**src/rtl/ysyx_22040750_muldiv_iter.sv**
```systemverilog
// Shared iterative multiply/divide unit for the EX stage (RV64M/RV32M including word ops).
// Shift-add multiplier retiring MUL_BITS per cycle, restoring radix-2 divider, valid/ready on both sides.
module ysyx_22040750_muldiv_iter #(
    parameter int XLEN     = 64,
    parameter int MUL_BITS = 2
) (
    input  logic            I_sys_clk,
    input  logic            I_rst,
    input  logic            I_valid,
    output logic            O_ready,
    input  logic [XLEN-1:0] I_op1,
    input  logic [XLEN-1:0] I_op2,
    input  logic [2:0]      I_func,
    input  logic            I_word,
    input  logic            I_flush,
    output logic            O_valid,
    input  logic            I_ready,
    output logic [XLEN-1:0] O_result,
    output logic            O_busy
);

    localparam int CW  = $clog2(XLEN + 1);
    localparam int WSH = XLEN - 32;
    localparam int MSH = $clog2(MUL_BITS);

    typedef enum logic [1:0] {
        S_IDLE,
        S_MUL,
        S_DIV,
        S_DONE
    } state_t;

    state_t state_q, state_d;

    logic [XLEN-1:0]   a_q;
    logic [2*XLEN-1:0] acc_q;
    logic [CW-1:0]     cnt_q;
    logic [2:0]        func_q;
    logic              word_q;
    logic              neg_q;
    logic              rneg_q;
    logic              spec_q;
    logic [XLEN-1:0]   res_q;
    logic              valid_q;

    function automatic logic [XLEN-1:0] sext32(input logic [XLEN-1:0] v);
        logic signed [XLEN-1:0] t;
        t = v << WSH;
        return t >>> WSH;
    endfunction

    assign O_ready  = (state_q == S_IDLE) && !I_rst;
    assign O_busy   = (state_q != S_IDLE);
    assign O_valid  = valid_q;
    assign O_result = res_q;

    logic accept;
    assign accept = I_valid && O_ready && !I_flush;

    // Operand preparation at accept
    logic            signed1, signed2, neg1, neg2;
    logic [XLEN-1:0] low32, op1_s, op2_s, op1_z, op2_z, mag1, mag2, minmag;
    logic [CW-1:0]   w_len;
    logic            div_zero, div_ovf, special;
    logic [XLEN-1:0] spec_res;

    always_comb begin
        signed1  = (I_func == 3'd1) || (I_func == 3'd2) || (I_func == 3'd4) || (I_func == 3'd6);
        signed2  = (I_func == 3'd1) || (I_func == 3'd4) || (I_func == 3'd6);
        low32    = XLEN'(32'hFFFF_FFFF);
        op1_s    = I_word ? sext32(I_op1) : I_op1;
        op2_s    = I_word ? sext32(I_op2) : I_op2;
        op1_z    = I_word ? (I_op1 & low32) : I_op1;
        op2_z    = I_word ? (I_op2 & low32) : I_op2;
        neg1     = signed1 && op1_s[XLEN-1];
        neg2     = signed2 && op2_s[XLEN-1];
        mag1     = neg1 ? (~op1_s + XLEN'(1)) : op1_z;
        mag2     = neg2 ? (~op2_s + XLEN'(1)) : op2_z;
        minmag   = XLEN'(1) << (I_word ? 31 : XLEN - 1);
        w_len    = I_word ? CW'(32) : CW'(XLEN);
        div_zero = I_func[2] && (mag2 == '0);
        div_ovf  = I_func[2] && signed2 && neg1 && (mag1 == minmag) && (op2_s == '1);
        special  = div_zero || div_ovf;
        // Division by zero: q = all ones, r = dividend; overflow: q = dividend, r = 0
        if (I_func[1])
            spec_res = div_zero ? op1_s : '0;
        else
            spec_res = div_zero ? '1 : op1_s;
    end

    // Multiply step: acc = {partial high, remaining multiplier bits}
    logic [MUL_BITS-1:0]    mul_d;
    logic [XLEN+MUL_BITS-1:0] mul_sum;
    logic [2*XLEN-1:0]      mul_next, prod, prod_s;
    logic [XLEN-1:0]        mul_sel, mul_res;

    always_comb begin
        mul_d    = acc_q[MUL_BITS-1:0];
        mul_sum  = {{MUL_BITS{1'b0}}, acc_q[2*XLEN-1:XLEN]}
                 + ({{MUL_BITS{1'b0}}, a_q} * {{XLEN{1'b0}}, mul_d});
        mul_next = {mul_sum, acc_q[XLEN-1:MUL_BITS]};
        // A word product finishes WSH bits above the bottom of the accumulator
        prod     = mul_next >> (word_q ? WSH : 0);
        prod_s   = neg_q ? (~prod + (2*XLEN)'(1)) : prod;
        if (func_q == 3'd0)
            mul_sel = prod_s[XLEN-1:0];
        else if (word_q)
            mul_sel = XLEN'(prod_s[63:32]);
        else
            mul_sel = prod_s[2*XLEN-1:XLEN];
        mul_res  = word_q ? sext32(mul_sel) : mul_sel;
    end

    // Divide step: acc = {partial remainder, dividend shifting out / quotient shifting in}
    logic [XLEN:0]   r_sh, diff;
    logic            ge;
    logic [XLEN-1:0] rem_n, quo_n, q_fin, r_fin, div_sel, div_res;

    always_comb begin
        r_sh    = {acc_q[2*XLEN-1:XLEN], acc_q[XLEN-1]};
        diff    = r_sh - {1'b0, a_q};
        ge      = !diff[XLEN];
        rem_n   = ge ? diff[XLEN-1:0] : r_sh[XLEN-1:0];
        quo_n   = {acc_q[XLEN-2:0], ge};
        q_fin   = neg_q ? (~quo_n + XLEN'(1)) : quo_n;
        r_fin   = rneg_q ? (~rem_n + XLEN'(1)) : rem_n;
        div_sel = func_q[1] ? r_fin : q_fin;
        div_res = word_q ? sext32(div_sel) : div_sel;
    end

    always_comb begin
        state_d = state_q;
        if (I_flush) begin
            state_d = S_IDLE;
        end else begin
            case (state_q)
                S_IDLE: if (accept) state_d = I_func[2] ? S_DIV : S_MUL;
                S_MUL:  if (cnt_q == CW'(1)) state_d = S_DONE;
                S_DIV:  if (cnt_q == CW'(1)) state_d = S_DONE;
                S_DONE: if (I_ready) state_d = S_IDLE;
                default: state_d = S_IDLE;
            endcase
        end
    end

    always_ff @(posedge I_sys_clk) begin
        if (I_rst) state_q <= S_IDLE;
        else       state_q <= state_d;
    end

    always_ff @(posedge I_sys_clk) begin
        if (I_rst) begin
            a_q     <= '0;
            acc_q   <= '0;
            cnt_q   <= '0;
            func_q  <= '0;
            word_q  <= 1'b0;
            neg_q   <= 1'b0;
            rneg_q  <= 1'b0;
            spec_q  <= 1'b0;
            res_q   <= '0;
            valid_q <= 1'b0;
        end else if (I_flush) begin
            valid_q <= 1'b0;
        end else begin
            case (state_q)
                S_IDLE: begin
                    if (accept) begin
                        func_q <= I_func;
                        word_q <= I_word;
                        neg_q  <= neg1 ^ neg2;
                        rneg_q <= neg1;
                        spec_q <= special;
                        a_q    <= I_func[2] ? mag2 : mag1;
                        if (!I_func[2]) begin
                            acc_q <= {{XLEN{1'b0}}, mag2};
                            cnt_q <= w_len >> MSH;
                        end else if (special) begin
                            // Special divides spend one DIV cycle so they finish at T+1
                            acc_q <= {{XLEN{1'b0}}, spec_res};
                            cnt_q <= CW'(1);
                        end else begin
                            acc_q <= {{XLEN{1'b0}}, mag1 << (I_word ? WSH : 0)};
                            cnt_q <= w_len;
                        end
                    end
                end
                S_MUL: begin
                    acc_q <= mul_next;
                    cnt_q <= cnt_q - CW'(1);
                    if (cnt_q == CW'(1)) begin
                        res_q   <= mul_res;
                        valid_q <= 1'b1;
                    end
                end
                S_DIV: begin
                    cnt_q <= cnt_q - CW'(1);
                    if (spec_q) begin
                        res_q   <= acc_q[XLEN-1:0];
                        valid_q <= 1'b1;
                    end else begin
                        acc_q <= {rem_n, quo_n};
                        if (cnt_q == CW'(1)) begin
                            res_q   <= div_res;
                            valid_q <= 1'b1;
                        end
                    end
                end
                S_DONE: begin
                    if (I_ready) valid_q <= 1'b0;
                end
                default: valid_q <= 1'b0;
            endcase
        end
    end

endmodule

```
**config.mk**
```make
export PLATFORM = sky130hd
export DESIGN_NAME = ysyx_22040750_muldiv_iter
export DESIGN_NICKNAME = d
export VERILOG_FILES = /design/src/rtl/ysyx_22040750_muldiv_iter.sv
export SDC_FILE = /design/constraint.sdc
export NUM_CORES = 2
export LEC_CHECK = 0
export ABC_CLOCK_PERIOD_IN_PS = 10700
export CAP_MARGIN = 20
export CORE_ASPECT_RATIO = 1.4
export CORE_MARGIN = 8
export CORE_UTILIZATION = 64
export CTS_CLUSTER_DIAMETER = 60
export DETAILED_ROUTE_END_ITERATION = 7
export MAX_ROUTING_LAYER = met4
export PLACE_DENSITY = 0.95
export SLEW_MARGIN = 0
export SYNTH_ARGS = -nofsm -noshare
export SYNTH_HDL_FRONTEND = slang
export SYNTH_SLANG_ARGS = --single-unit
```
**constraint.sdc**
```tcl
create_clock -name I_sys_clk -period 10.7 [get_ports I_sys_clk]
set_input_delay 2.14 -clock I_sys_clk [delete_from_list [all_inputs] [get_ports I_sys_clk]]
set_output_delay 2.14 -clock I_sys_clk [all_outputs]
set_load 0.05 [all_outputs]
```
==> results of run 1 <==
cell usage after synthesis, types with 47 or more instances:
cell / n / share of area
o21ai_0: 487 / 0.055
nand3_1: 136 / 0.015
and2_1: 49 / 0.0070
a31oi_1: 92 / 0.013
mux2i_1: 88 / 0.020
o31ai_1: 108 / 0.018
xor2_1: 169 / 0.034
nor2_1: 737 / 0.063
nor2b_1: 47 / 0.0067
and3_1: 52 / 0.0074
a21oi_1: 536 / 0.061
inv_1: 328 / 0.028
fa_1: 65 / 0.030
o41ai_1: 47 / 0.0093
o211ai_1: 103 / 0.018
ha_1: 146 / 0.041
dfxtp_1: 273 / 0.12
or4_1: 52 / 0.0089
nor4_1: 84 / 0.012
or3_1: 76 / 0.011
nand2_1: 782 / 0.067
o21a_1: 48 / 0.0082
a22oi_1: 124 / 0.021
nor3_1: 218 / 0.025
a221oi_1: 52 / 0.010
a211oi_1: 142 / 0.024
clkbuf_1: 435 / 0.037
a21o_1: 85 / 0.014
nand2b_1: 54 / 0.0077
nand4_1: 143 / 0.020
xnor2_1: 232 / 0.046
per-stage QoR:
step	util	hold WS [ns]	cell area, µm²	std cells
floorplan	-	0.440	44000	6726
global placement	0.672	0.440	46100	7442
detailed placement	0.673	0.453	46200	7445
CTS	0.690	0.462	47300	7507
per-layer routing:
layer | GRT usage | overflow
met1 | 0.760 | 80
met2 | 0.908 | 776
met3 | 0.706 | 134
met4 | 0.790 | 402
met5 | - | -
cell families after synthesis:
logic type / count (synthesis) / share of synthesized area
buf+inv: 864 / 0.0761
fa+ha+maj: 211 / 0.0710
xor+xnor: 401 / 0.0798
mux: 107 / 0.0249
flops: 273 / 0.124
simple gates: 2589 / 0.281
compound gates: 2281 / 0.343
==> summary.md, run 1 <==
| Metric | Value |
|---|---|
| Number of global-route vias before repair | `63800` |
| Synth cell types | `109` |
| Async S/R FF share, synth | `0` |
| GRT Overall Usage | `0.795` |
| H-tree depth | `2` |
| Synth Area per Inst | `between 6 and 7 µm²` |
| Post-DP HPWL | `around 180 mm` |
| Number of port buffers | `around 200` |
| Post-synth EDFFs | `0` |
| Gr ovfl total | `roughly 1400` |
| Synth Warn # | `0` |
| Synth Cell Area | `roughly 44000 µm²` |
| Largest net degree at the start of global routing | `around 110` |
| DIE HEIGHT | `roughly 330 µm` |
| CTS Buf Count | `34` |
| Post-CTS Hold Buffers | `0` |
| Cell Rows | `roughly 110` |
| Post-Synthesis Cells | `between 6000 and 7000` |
| Post-CTS Setup Repair Bufs | `0` |
| Starting Density | `0.642` |
| Last stage reached | `global routing` |
| Sink Count | `approximately 270` |
| Global-route wire length before repair | `464 mm` |
| First Err | `[ERROR GRT-0116] Global routing finished with congestion. Check the congestion regions in the DRC Viewer.` |
| Root Driver | `clkbuf_16` |
| Post-CTS sizing | `0` |
| Worst slack at placement | `between 2 and 2.5 ns` |
| Chip Width | `between 200 and 250 µm` |
| Status | `did not finish` |
| Sequential element share of the synthesized area | `0.124` |
| CTS Buffer Depth | `3` |
| I/O pin count | `between 200 and 250` |
| Syn Nets | `around 7000` |
| Number of synthesized register bits | `273` |
| Top FF cell, synth | `dfxtp_1` |
| Final RePlAce weighted congestion | `approximately 1.8` |
==> run 2, diff against run 1 <==
--- a/config.mk
+++ b/config.mk
@@ -7,13 +7,10 @@
 export LEC_CHECK = 0
 export ABC_CLOCK_PERIOD_IN_PS = 10700
 export CAP_MARGIN = 20
-export CORE_ASPECT_RATIO = 1.4
 export CORE_MARGIN = 8
-export CORE_UTILIZATION = 64
-export CTS_CLUSTER_DIAMETER = 60
+export CORE_UTILIZATION = 40
 export DETAILED_ROUTE_END_ITERATION = 7
-export MAX_ROUTING_LAYER = met4
-export PLACE_DENSITY = 0.95
+export PLACE_DENSITY_LB_ADDON = 0.15
 export SLEW_MARGIN = 0
 export SYNTH_ARGS = -nofsm -noshare
 export SYNTH_HDL_FRONTEND = slang
==> summary.md, run 2 <==
| Metric | Value |
|---|---|
| Most frequent cells in the layout | `nand2_1, nor2_1, a21oi_1` |
| Starting Density | `0.404 (-0.238)` |
| Number of global-route vias before repair | `about 54000` |
| Post-synth EDFFs | `0 (unchanged)` |
| Fmax | `around 110 MHz` |
| Synth Area in Simple Gates | `0.281 (unchanged)` |
| Crit. End Element | `register` |
| Number of synthesized register bits | `273 (unchanged)` |
| Sink Count | `273 (unchanged)` |
| Via density | `~7` |
| Async S/R FF share, synth | `0 (unchanged)` |
| Global-route wire length before repair | `around 420 mm` |
| Gr ovfl total | `0` |
| Hold Violations, Final | `0` |
| Slew @ Worst Pin | `1.37 ns` |
| GR peak layer | `met2` |
| Synth cell types | `109 (unchanged)` |
| DIE HEIGHT | `348 µm (+6.6%)` |
| Wire per inst | `between 30 and 40 µm` |
| Initial antenna violation count | `24` |
| H-tree depth | `2 (unchanged)` |
| Top FF cell, synth | `dfxtp_1` |
| Adder-cell share of the synthesized area | `0.0710 (unchanged)` |
| Comb pwr share | `0.468` |
| Worst-skew pair later-pin latency | `about 0.66 ns` |
| Setup CP Type | `primary input to register` |
| Arrival time worst endpoint | `9.24 ns` |
| Power Internal | `approximately 2.6 mW` |
| Synth Area per Inst | `6.55 µm² (unchanged)` |
| Leak Pwr | `18.5 nW` |
| CTS Buf Count | `40 (+18%)` |
| Critical path's slowest cell | `a2111oi_0` |
| Critical Path RT | `roughly 11 ns` |
| Largest register FFs | `around 130` |
| Core Region | `about 110000 µm²` |
| Cell Rows | `121 (+6.1%)` |
| CTS Buffer Depth | `3 (unchanged)` |
| Post-synth top area share | `0.124 (unchanged)` |
| I/O pin count | `204 (unchanged)` |
| PwrDens | `roughly 100 nW/µm²` |
| Synth Area in Compound Gates | `0.343 (unchanged)` |
| Reg with most FFs | `acc_q` |
| Nets | `around 7100` |
| Unrepaired setup endpoints after global routing | `false` |
| CP Launch Type | `primary input` |
| Sw frac | `0.485` |
| Post-CTS Setup Repair Bufs | `0 (unchanged)` |
| CTS tree | `built` |
| Grt met2 use | `0.710` |
| Max-cap check violation count | `0` |
| Final setup vio count | `0` |
| Commonest non-fill, non-tap cell in the layout | `nand2_1` |
| DRT iter0 DRCs | `9143` |
| Number of port buffers | `203 (unchanged)` |
| Status | `finished with violations` |
| Synth area leaders | `dfxtp_1, nand2_1, nor2_1` |
| Slew HR | `0.0819` |
| Synthesis-to-layout area growth | `12.4%` |
| Synth Warn # | `0 (unchanged)` |
| Final Cycle Share | `0.817` |
| Layout cell share with drive strength beyond 1 | `0.0732` |
| Clock power share | `0.302` |
| Met1 usage | `0.532` |
| Synth area leader | `dfxtp_1` |
| Fin crit period | `8.74 ns` |
| Routed Antenna Nets | `0` |
| GRT Overall Usage | `0.482` |
| Clock-pin slew on the worst setup and hold paths | `approximately 0.06 ns` |
| Multiplexer area fraction after synthesis | `0.0249 (unchanged)` |
| Final core utilization | `0.454` |
| Largest family of logic cells by synthesized area | `compound AO/OA/AOI/OAI gates` |
| Synth Cell Area | `44000 µm² (unchanged)` |
| Min-Delay Path Class | `register to register` |
| Syn Nets | `7074 (unchanged)` |
| Layout Skew | `0.0600 ns` |
| Area share of xor/xnor cells in the synthesized design | `0.0798 (unchanged)` |
| Post-synth top cells | `nand2_1, nor2_1, a21oi_1` |
| Critical Path, Cell by Cell | `clkdlybuf4s50_1 -> nor3_1 -> nand3_1 -> nor3_1 -> a21oi_1 -> xnor2_1 -> ha_1 -> nand3_1 -> a2111oi_0 -> and4_1 -> o2111ai_1 -> nor4_1 -> buf_4 -> a41o_1 -> buf_4 -> nor2_2 -> buf_4 -> a221oi_1 -> o21ai_0` |
| DRC | `5` |
| Net Sw Power | `about 2.4 mW` |
| CP max stage delay | `a little over 1 ns` |
| Setup TNS | `0 ns` |
| Root Driver | `clkbuf_16` |
| Post-CTS Hold Buffers | `0 (unchanged)` |
| Slew Limit Fails | `0` |
| Chip Width | `348 µm (+46%)` |
| Failing checks | `DRC` |
| Crit path top cell by count | `buf_4` |
| Critical path fanouts, max | `20` |
| Max VDD drop | `approximately 0.12 mV` |
| Sequential element share of the synthesized area | `0.124 (unchanged)` |
| Die area | `between 100000 and 150000 µm²` |
| GRT met3 Usage | `0.160` |
| Final WL | `a little over 300 mm` |
| Router iterations before antenna repair | `8` |
| Min Hold Slack | `between 0.4 and 0.5 ns` |
| Largest net degree at the start of global routing | `between 150 and 200` |
| Via Count | `around 60000` |
| Most numerous cell in the Yosys netlist | `nand2_1` |
| Seq pwr share | `0.230` |
| Post-Synthesis Cells | `6726 (unchanged)` |
| Post-DP HPWL | `239 mm (+34%)` |
| Final RePlAce weighted congestion | `1.13 (-37%)` |
| Post-CTS sizing | `0 (unchanged)` |
[run 2: cell families after synthesis]
family          after synthesis
simple gates               2589
mux                         107
buf+inv                     864
fa+ha+maj                   211
xor+xnor                    401
flops                       273
compound gates             2281
[run 2: area by class of cell]
class | instances | area [µm²]
Clock inverter | 23 | 324
Sequential cell | 273 | 5480
Timing Repair Buffer | 467 | 4080
Inverter | 333 | 1250
Fill cell | 11700 | 59500
Multi-Input combinational cell | 5589 | 35500
Clock buffer | 51 | 1080
Tap cell | 1414 | 1770
Antenna cell | 21 | 52.6
[run 2: power by group through the flow]
stage	registers, mW	logic [mW]	clock network, mW
global route	1.14	2.35	1.53
finish	1.14	2.33	1.50
global placement	1.15	2.13	0
CTS	1.13	2.14	1.49
floorplan	1.09	1.22	0
detailed placement	1.15	2.13	0
[run 2: worst max-delay path, delay by kind of cell]
family / cells / cell delay (ns)
XOR/XNOR: 1 / 0.59
AND/OR/NAND/NOR: 7 / 2.36
AO/OA/AOI/OAI: 6 / 2.37
buffers and inverters: 4 / 1.49
adder cells (fa/ha/maj): 1 / 0.25
[run 2: metal layers]
| layer | routed length, µm | up-vias |
|---|---|---|
| met5 | 91 | - |
| met2 | 125000 | 4757 |
| li1 | - | 24800 |
| met3 | 36400 | 1485 |
| met4 | 39700 | 14 |
| met1 | 105000 | 27800 |
[run 2: path summary, 6_finish.rpt]
kind	to	startpoint	slack, ns	cells past startpoint
max	acc_q[9]	I_op1[2]	1.96	19
min	O_result[23]	O_result[23]	0.45	1
max reg2reg	O_result[23]	acc_q[1]	2.27	18
min reg2reg	O_result[23]	O_result[23]	0.45	1
[run 2: through the flow]
stage          setup WS (ns)  total power, mW  instances  instance area (µm²)
2_1_floorplan           2.94             2.31       6726                44000
3_3_place_gp            1.58             3.28       8039                47700
3_5_place_dp            1.63             3.29       8043                47700
4_1_cts                 2.29             4.76       8117                49100
5_1_grt                 1.73             5.02       8153                49400
6_report                1.96             4.97       8171                49500
Note: power is estimated with default switching activity, not from simulation.
